<file path="src/rtl/muldiv_unit.sv">
// muldiv_unit: iterative RV32M multiply/divide unit (shift-add / restoring).
// Ports: clk, rst (async, active-high), start, flush, op[2:0], a, b ->
//        busy, done (1-cycle pulse), result (registered, held).
// Option: define MULDIV_FASTPATH_EN to let divide-by-zero, signed overflow
//         and zero operands bypass the iterations (2-cycle latency).
module muldiv_unit #(
    parameter int WIDTH = 32
) (
    input  logic             clk,
    input  logic             rst,
    input  logic             start,
    input  logic             flush,
    input  logic [2:0]       op,
    input  logic [WIDTH-1:0] a,
    input  logic [WIDTH-1:0] b,
    output logic             busy,
    output logic             done,
    output logic [WIDTH-1:0] result
);

    localparam logic [1:0] S_IDLE = 2'd0;
    localparam logic [1:0] S_CALC = 2'd1;
    localparam logic [1:0] S_DONE = 2'd2;

    localparam int CW = (WIDTH > 1) ? $clog2(WIDTH) : 1;
    localparam logic [CW-1:0] LAST = CW'(WIDTH - 1);
    localparam logic [WIDTH-1:0] MIN_NEG = {1'b1, {(WIDTH-1){1'b0}}};

    logic [1:0]         state_q, state_d;
    logic [CW-1:0]      cnt_q, cnt_d;
    logic [2:0]         op_q, op_d;
    logic               neg_q, neg_d;
    logic               dz_q, dz_d;
    logic               ovf_q, ovf_d;
    logic               fast_q, fast_d;
    logic [WIDTH-1:0]   a_raw_q, a_raw_d;
    logic [WIDTH-1:0]   opa_q, opa_d;
    logic [WIDTH-1:0]   opb_q, opb_d;
    logic [2*WIDTH-1:0] acc_q, acc_d;
    logic [WIDTH-1:0]   quo_q, quo_d;
    logic [WIDTH-1:0]   rem_q, rem_d;
    logic [WIDTH-1:0]   result_q, result_d;

    // operand conditioning for capture
    logic             a_signed, b_signed, a_neg, b_neg;
    logic [WIDTH-1:0] a_abs, b_abs;
    logic             dz_start, ovf_start;

    always_comb begin
        a_signed  = (op == 3'b001) || (op == 3'b010) ||
                    (op == 3'b100) || (op == 3'b110);
        b_signed  = (op == 3'b001) || (op == 3'b100) || (op == 3'b110);
        a_neg     = a_signed && a[WIDTH-1];
        b_neg     = b_signed && b[WIDTH-1];
        a_abs     = a_neg ? -a : a;
        b_abs     = b_neg ? -b : b;
        dz_start  = op[2] && (b == '0);
        ovf_start = op[2] && !op[0] && (a == MIN_NEG) && (b == '1);
    end

    // one iteration of each datapath
    logic [WIDTH:0]     mul_sum;
    logic [2*WIDTH-1:0] mul_nxt;
    logic [WIDTH:0]     div_sh;
    logic               div_ge;
    logic [WIDTH-1:0]   rem_nxt, quo_nxt;

    always_comb begin
        mul_sum = {1'b0, acc_q[2*WIDTH-1:WIDTH]} +
                  (acc_q[0] ? {1'b0, opa_q} : '0);
        mul_nxt = {mul_sum, acc_q[WIDTH-1:1]};
        div_sh  = {rem_q, quo_q[WIDTH-1]};
        div_ge  = div_sh >= {1'b0, opb_q};
        // when div_ge the difference always fits in WIDTH bits
        rem_nxt = div_ge ? (div_sh[WIDTH-1:0] - opb_q) : div_sh[WIDTH-1:0];
        quo_nxt = {quo_q[WIDTH-2:0], div_ge};
    end

    // sign fix and result selection after the last iteration
    logic [2*WIDTH-1:0] prod_fix;
    logic [WIDTH-1:0]   quo_fix, rem_fix, sel_res, fin_res;

    always_comb begin
        prod_fix = neg_q ? -mul_nxt : mul_nxt;
        quo_fix  = neg_q ? -quo_nxt : quo_nxt;
        rem_fix  = neg_q ? -rem_nxt : rem_nxt;
        sel_res  = '0;
        unique case (op_q)
            3'b000:                 sel_res = prod_fix[WIDTH-1:0];
            3'b001, 3'b010, 3'b011: sel_res = prod_fix[2*WIDTH-1:WIDTH];
            3'b100, 3'b101:         sel_res = quo_fix;
            default:                sel_res = rem_fix;
        endcase
        if (dz_q) begin
            fin_res = op_q[1] ? a_raw_q : '1;
        end else if (ovf_q) begin
            fin_res = op_q[1] ? '0 : MIN_NEG;
        end else if (fast_q) begin
            // a bypassed zero operand always yields zero
            fin_res = '0;
        end else begin
            fin_res = sel_res;
        end
    end

    always_comb begin
        state_d  = state_q;
        cnt_d    = cnt_q;
        op_d     = op_q;
        neg_d    = neg_q;
        dz_d     = dz_q;
        ovf_d    = ovf_q;
        fast_d   = fast_q;
        a_raw_d  = a_raw_q;
        opa_d    = opa_q;
        opb_d    = opb_q;
        acc_d    = acc_q;
        quo_d    = quo_q;
        rem_d    = rem_q;
        result_d = result_q;
        unique case (state_q)
            S_IDLE: begin
                if (start && !flush) begin
                    op_d    = op;
                    a_raw_d = a;
                    opa_d   = a_abs;
                    opb_d   = b_abs;
                    neg_d   = (op == 3'b110) ? a_neg : (a_neg ^ b_neg);
                    dz_d    = dz_start;
                    ovf_d   = ovf_start;
`ifdef MULDIV_FASTPATH_EN
                    fast_d  = (a == '0) || (b == '0) || ovf_start;
`else
                    fast_d  = 1'b0;
`endif
                    acc_d   = {{WIDTH{1'b0}}, b_abs};
                    quo_d   = a_abs;
                    rem_d   = '0;
                    cnt_d   = '0;
                    state_d = S_CALC;
                end
            end
            S_CALC: begin
                if (flush) begin
                    cnt_d   = '0;
                    state_d = S_IDLE;
                end else begin
                    if (op_q[2]) begin
                        quo_d = quo_nxt;
                        rem_d = rem_nxt;
                    end else begin
                        acc_d = mul_nxt;
                    end
                    cnt_d = cnt_q + 1'b1;
                    if (cnt_q == LAST || fast_q) begin
                        result_d = fin_res;
                        cnt_d    = '0;
                        state_d  = S_DONE;
                    end
                end
            end
            S_DONE: begin
                state_d = S_IDLE;
            end
            default: begin
                state_d = S_IDLE;
            end
        endcase
    end

    always_ff @(posedge clk or posedge rst) begin
        if (rst) begin
            state_q  <= S_IDLE;
            cnt_q    <= '0;
            op_q     <= '0;
            neg_q    <= 1'b0;
            dz_q     <= 1'b0;
            ovf_q    <= 1'b0;
            fast_q   <= 1'b0;
            a_raw_q  <= '0;
            opa_q    <= '0;
            opb_q    <= '0;
            acc_q    <= '0;
            quo_q    <= '0;
            rem_q    <= '0;
            result_q <= '0;
        end else begin
            state_q  <= state_d;
            cnt_q    <= cnt_d;
            op_q     <= op_d;
            neg_q    <= neg_d;
            dz_q     <= dz_d;
            ovf_q    <= ovf_d;
            fast_q   <= fast_d;
            a_raw_q  <= a_raw_d;
            opa_q    <= opa_d;
            opb_q    <= opb_d;
            acc_q    <= acc_d;
            quo_q    <= quo_d;
            rem_q    <= rem_d;
            result_q <= result_d;
        end
    end

    assign busy   = (state_q != S_IDLE);
    assign done   = (state_q == S_DONE);
    assign result = result_q;

endmodule

</file>
<file path="config.mk">
export PLATFORM = sky130hd
export DESIGN_NAME = muldiv_unit
export DESIGN_NICKNAME = d
export VERILOG_FILES = /design/src/rtl/muldiv_unit.sv
export SDC_FILE = /design/constraint.sdc
export NUM_CORES = 1
export LEC_CHECK = 0
export CAP_MARGIN = 20
export CORE_MARGIN = 1
export CORE_UTILIZATION = 40
export CTS_CLUSTER_DIAMETER = 120
export CTS_CLUSTER_SIZE = 28
export DETAILED_ROUTE_END_ITERATION = 6
export GPL_TIMING_DRIVEN = 0
export HOLD_SLACK_MARGIN = 0.15
export PLACE_DENSITY_LB_ADDON = 0.15
export REMOVE_ABC_BUFFERS = 1
export SYNTH_ARGS = -nofsm -noshare
export SYNTH_HDL_FRONTEND = slang
export SYNTH_SLANG_ARGS = --single-unit
</file>
<file path="constraint.sdc">
create_clock -name clk -period 22.4 [get_ports clk]
set_input_delay 6.72 -clock clk [delete_from_list [all_inputs] [get_ports clk]]
set_output_delay 6.72 -clock clk [all_outputs]
set_load 0.005 [all_outputs]
</file>
## After elaboration in Yosys (flattened, before gate mapping)

Cells that the tools add are included.
W data, S select, Z words.

| word-level totals | value |
|---|---|
| output and inout port bits | 34 |
| register bits | 269 |
| bits of input ports | 71 |

| operators by class | value |
|---|---|
| $lt $le $gt $ge | 1 |
| add/sub/neg operators | 8 |
| bitwise gates (word level) | 2 |
| multiplexer cells | 33 |
| eq/ne operators | 19 |
| reduce and logical (&&, ||, !) cells | 27 |

Operators by type and width:

| kind | number |
|---|---|
| $mux W32 | 16 |
| $mux W64 | 4 |
| $neg A32 Y32 | 4 |
| $pmux W32 S2 | 2 |
| $pmux W64 S2 | 1 |
| $pmux W32 S3 | 1 |
| $eq A32 B32 Y1 const B | 2 |
| $neg A64 Y64 | 1 |
| $add A32 B32 Y33 | 1 |
| $ge A33 B32 Y1 | 1 |
| $logic_not A32 Y1 | 1 |
| $sub A32 B32 Y32 | 1 |
| $mux W5 | 3 |
| $eq A3 B3 Y1 const B | 4 |
| $pmux W5 S2 | 1 |
| $eq A3 B2 Y1 const B | 3 |
| $ne A2 B2 Y1 const B | 4 |
| $reduce_and A4 Y1 | 2 |
| $logic_and A1 B1 Y1 | 7 |
| $eq A3 B1 Y1 const B | 2 |
| $mux W2 | 3 |
| $reduce_and A2 Y1 | 3 |
| $add A5 B1 Y5 const B | 1 |
| $eq A5 B5 Y1 const B | 1 |
| 15 further kinds | 21 |

## Logic depth before layout (Yosys ltp)

| depth | value |
|---|---|
| word-level depth | 8 |
| mapped depth | 23 |

## Worst setup path before layout

OpenSTA, ideal clock, no wires.

| timing path | value |
|---|---|
| path kind | input -> register |
| from | in a[0] |
| to | reg quo_q[28] |
| arrival | 9.062 ns |
| library setup time | 0.137 ns |
| stages | 12 |
| required time | 22.263 ns |
| slack | 13.201 ns |
| path through | inv_1 ha_1 nand3_1 or3_1 nor4_1 nor4b_1 nand2_1 o31ai_1 xor2_1 nand2_1 o21ai_0 a21oi_1 |

| on the way | value |
|---|---|
| word-level cells in the longest chain between the ends | 4 |

RTL lines:

| what | line | RTL |
|---|---|---|
| from (decl) | 14 | `input logic [WIDTH-1:0] a,` |
| $neg A32 Y32 | 55 | `a_abs = a_neg ? -a : a;` |
| $mux W32 | 55 |  |
| $mux W32 | 123 | `if (start && !flush) begin` |
| $pmux W32 S2 | 121 | `unique case (state_q)` |
| to (signal assigned) | 199 | `quo_q <= quo_d;` |
| to (decl) | 40 | `logic [WIDTH-1:0] quo_q, quo_d;` |

No other way between the ends. The select of a mux whose other input is x is not followed.
A chain may end at the register's enable or synchronous reset.

## Worst setup path after layout

| timing path | value |
|---|---|
| from | in a[2] |
| to | reg quo_q[31] |

Same word-level chain as after synthesis.

==> results.md <==
- Clock power share: 0.140
- Antenna violations before repair: 2
- Starting DRC count in detailed routing: 1754
- Reg clk slew, reported paths: 0.11 ns
- Largest fanout on the critical path: 4
- Ratio of cells with drive above 1 in the final layout: 0.0412
- Post-DP HPWL: 57100 um
- Power, Total: 2.26 mW
- Internal power component: 1.15 mW
- Worst path most repeated cell: nand2_1
- Remaining DRCs: 0
- Setup crit start kind: input port
- Worst slack at placement: 11.24 ns
- Worst reg2reg startpoint: rem_q[0]
- Final TNS setup: 0 ns
- First-pass GRT wire length: 113000 um
- Vias: 20602
- Top-area cell type share of the netlist area: 0.319
- Critical path's largest stage delay: 1.01 ns
- Fin. max-slew vios: 0
- Area contributors post-synth: dfrtp_1, o21ai_0, nand2_1
- IO Count: 105
- Filler cells: 5138
- Post-CTS Setup Inserts: 0
- Later-pin clock latency in the skew report: 0.56 ns
- Final #Nets: 2858
- Die Wd: 231 um
- Gate power share: 0.554
- Hold Startpoint: a_raw_q[3]
- Area of the multi-input gates: 13300 um^2
- Clock Tree Root: clkbuf_16
- Fin crit share: 0.473
- Initial core utilization: 0.407
- Die Y: 231 um
- Ys Warns: 0
- CTS tree: built
- Crit-path leading delay family: simple AND/OR/NAND/NOR gates
- GRT Resource Usage Total: 0.273
- Worst-margin pin slew: 1.24 ns
- Largest net degree at the start of global routing: 120
- Worst EP required: 22.85 ns
- Max-Slew Margin vs Limit: 0.168
- CTS Buffer Depth: 3
- Post-route ant nets: 0
- Async SR Flop Fraction: 1.00
- Main synth FF type: dfrtp_1
- Setup ws final: 11.81 ns
- Top-count cell post-synth: nand2_1
- Worst ir drop on vdd: 0.0475 mV
- Gp weighted congestion: 0.934
- Sequential Power Share: 0.306
- Fin. Hold Viols: 0
- Distinct cells, synth: 90
- Clock sink total: 268
- Cell taking the most area after synthesis: dfrtp_1
- Port bufs: 104
- Pwr per Cell Area: 97.3 nW/um^2
- Routed length per instance: 21.8 um
- Avg Inst Size Synth: 7.64 um^2
- Critical Path Source: a[2]
- Slowest cell on crit path: nor4_1
- Register area: 6710 um^2
- Htree depth: 1
- Worst Skew: 0.0467 ns
- Outcome: finished, final reports clean
- Mapped Cells: 2747
- Sequential element share of the synthesized area: 0.319
- Minimum clock period: 10.59 ns
- Number of CTS-inserted buffers: 14
- Number of enable flip-flop cells after synthesis: 0
- Leakage: 9.33 nW
- # Max-Cap Violations: 0
- Post-synthesis sequential element count: 268
- DR vias/cell: 6.05
- Placement row count: 83
- PostCTS Resize Cnt: 0
- Area added between synthesis and finish: 10.4%
- CP Capture Type: flip-flop
- Number of hold buffers added after CTS: 0
- Core Region: 51600 um^2
- Most common library cells after synthesis: nand2_1, o21ai_0, dfrtp_1, nor2_1, a21oi_1
- Setup violators final: 0
- Sw Pwr: 1.10 mW
- Worst Setup Path Type: in -> reg
- CP Cell Sequence: clkdlybuf4s50_1, nor2_1, nand2_1, nor4_1, nand3b_1, nor4_1, nand2_1, o31ai_1, nand2_1, o21ai_0, nand2_1, o21ai_0
- Critical path arrival: 11.05 ns
- Grt ovf: 0
- Routed wire length: 74300 um
- Number of detailed-route iterations in the first pass: 6
- Sw Ratio: 0.489
- Unrepaired setup endpoints after global routing: false
- Vias in the first global route: 19274
- Post-Syn Area: 21000 um^2
- Buf/Inv on CP: 1
- Die area: 53400 um^2
- Hold Path Class: reg -> reg
- Achievable Freq: 94.4 MHz
==> sequential cells by signal, indices dropped and copies added (netlist names), 2 cells and up <==
name     count
opa_q       31
acc_q       64
op_q         3
result      32
quo_q       32
opb_q       32
state_q      2
a_raw_q     32
cnt_q        5
rem_q       32
==> worst reg2reg max path, cell delays in order, from the launching register on <==
cell      delay, ns
dfrtp_1        0.48
ha_1           0.32
nor2b_1        0.16
o31ai_2        0.55
a211oi_1       0.30
o311ai_2       1.02
nand2_2        0.63
inv_2          0.72
ha_1           0.33
nand2_1        0.15
or3_1          0.39
or4_1          0.67
o41ai_1        0.45
xnor2_1        0.16
o21ai_0        0.09
and3_1         0.19
a31oi_1        0.22
==> power by group through the flow <==
stage / clock [mW] / combinational (mW) / sequential [mW]
4_1_cts: 0.322 / 1.23 / 0.689
5_1_grt: 0.339 / 1.36 / 0.706
3_5_place_dp: 0 / 1.22 / 0.698
2_1_floorplan: 0 / 0.854 / 0.669
6_report: 0.316 / 1.25 / 0.691
3_3_place_gp: 0 / 1.19 / 0.707
==> logic make-up (layout without fill, tap and decap cells) <==
family	after synthesis	in the layout	share of synthesized area
XOR/XNOR	197	197	0.0822
other	0	3	0
flip-flops	268	268	0.319
buffers and inverters	258	231	0.0473
AND/OR/NAND/NOR	1022	1022	0.228
multiplexers	39	39	0.0192
adder cells (fa/ha/maj)	74	74	0.0448
AO/OA/AOI/OAI	889	889	0.259
==> placed cells by master, fill, tap and decap left out, drive strengths merged, types with 19 or more instances in the layout <==
cell type	count
mux2i	29
xor2	93
nand4	38
dfrtp	268
nor4	19
nand2b	20
o21ai	368
clkdlybuf4s50	104
and2	49
o41ai	19
nand2	406
nor3	51
inv	79
a211oi	21
buf	25
o31ai	55
nor2	204
xnor2	104
nand3	103
ha	72
or3	49
o211ai	22
a31oi	43
a21oi	202
==> per-stage QoR <==
stage,hold WS [ns],util,area [um^2],std cells
finish,0.485,0.449,23200,3403
floorplan,0.440,-,20300,2568
global route,0.511,0.449,23200,3400
global placement,0.454,0.430,22200,3352
detailed placement,0.462,0.440,22700,3373
CTS,0.489,0.449,23100,3396
==> routing by layer <==
layer  GRT usage  vias to the layer above  share of wire
met3      0.0512                      114          0.070
met4      0.0948                        0          0.034
met5           0                        -              0
met1       0.377                     9951           0.45
li1            -                     9807              -
met2       0.425                      730           0.44
==> final cells by class <==
| class | instances | area share |
|---|---|---|
| flip-flops and latches | 268 | 0.289 |
| diodes | 3 | 0.000324 |
| clock buffers | 18 | 0.0171 |
| well taps | 680 | 0.0367 |
| multi-input cells | 2221 | 0.575 |
| repair buffers | 129 | 0.0659 |
| clock inverters | 5 | 0.00232 |
| inverters | 79 | 0.0131 |
==> worst paths after layout <==
path / end / cells past startpoint / slack [ns]
worst max-delay path: quo_q[31] / 12 / 11.81
worst min-delay path: a_raw_q[3] / 2 / 0.48
worst max register to register: result[30] / 16 / 15.51
worst min register to register: a_raw_q[3] / 2 / 0.48
max in group asynchronous: rem_q[24] / 4 / 14.29
min in group asynchronous: acc_q[36] / 2 / 6.59
Power figures use the tool's default switching activity.
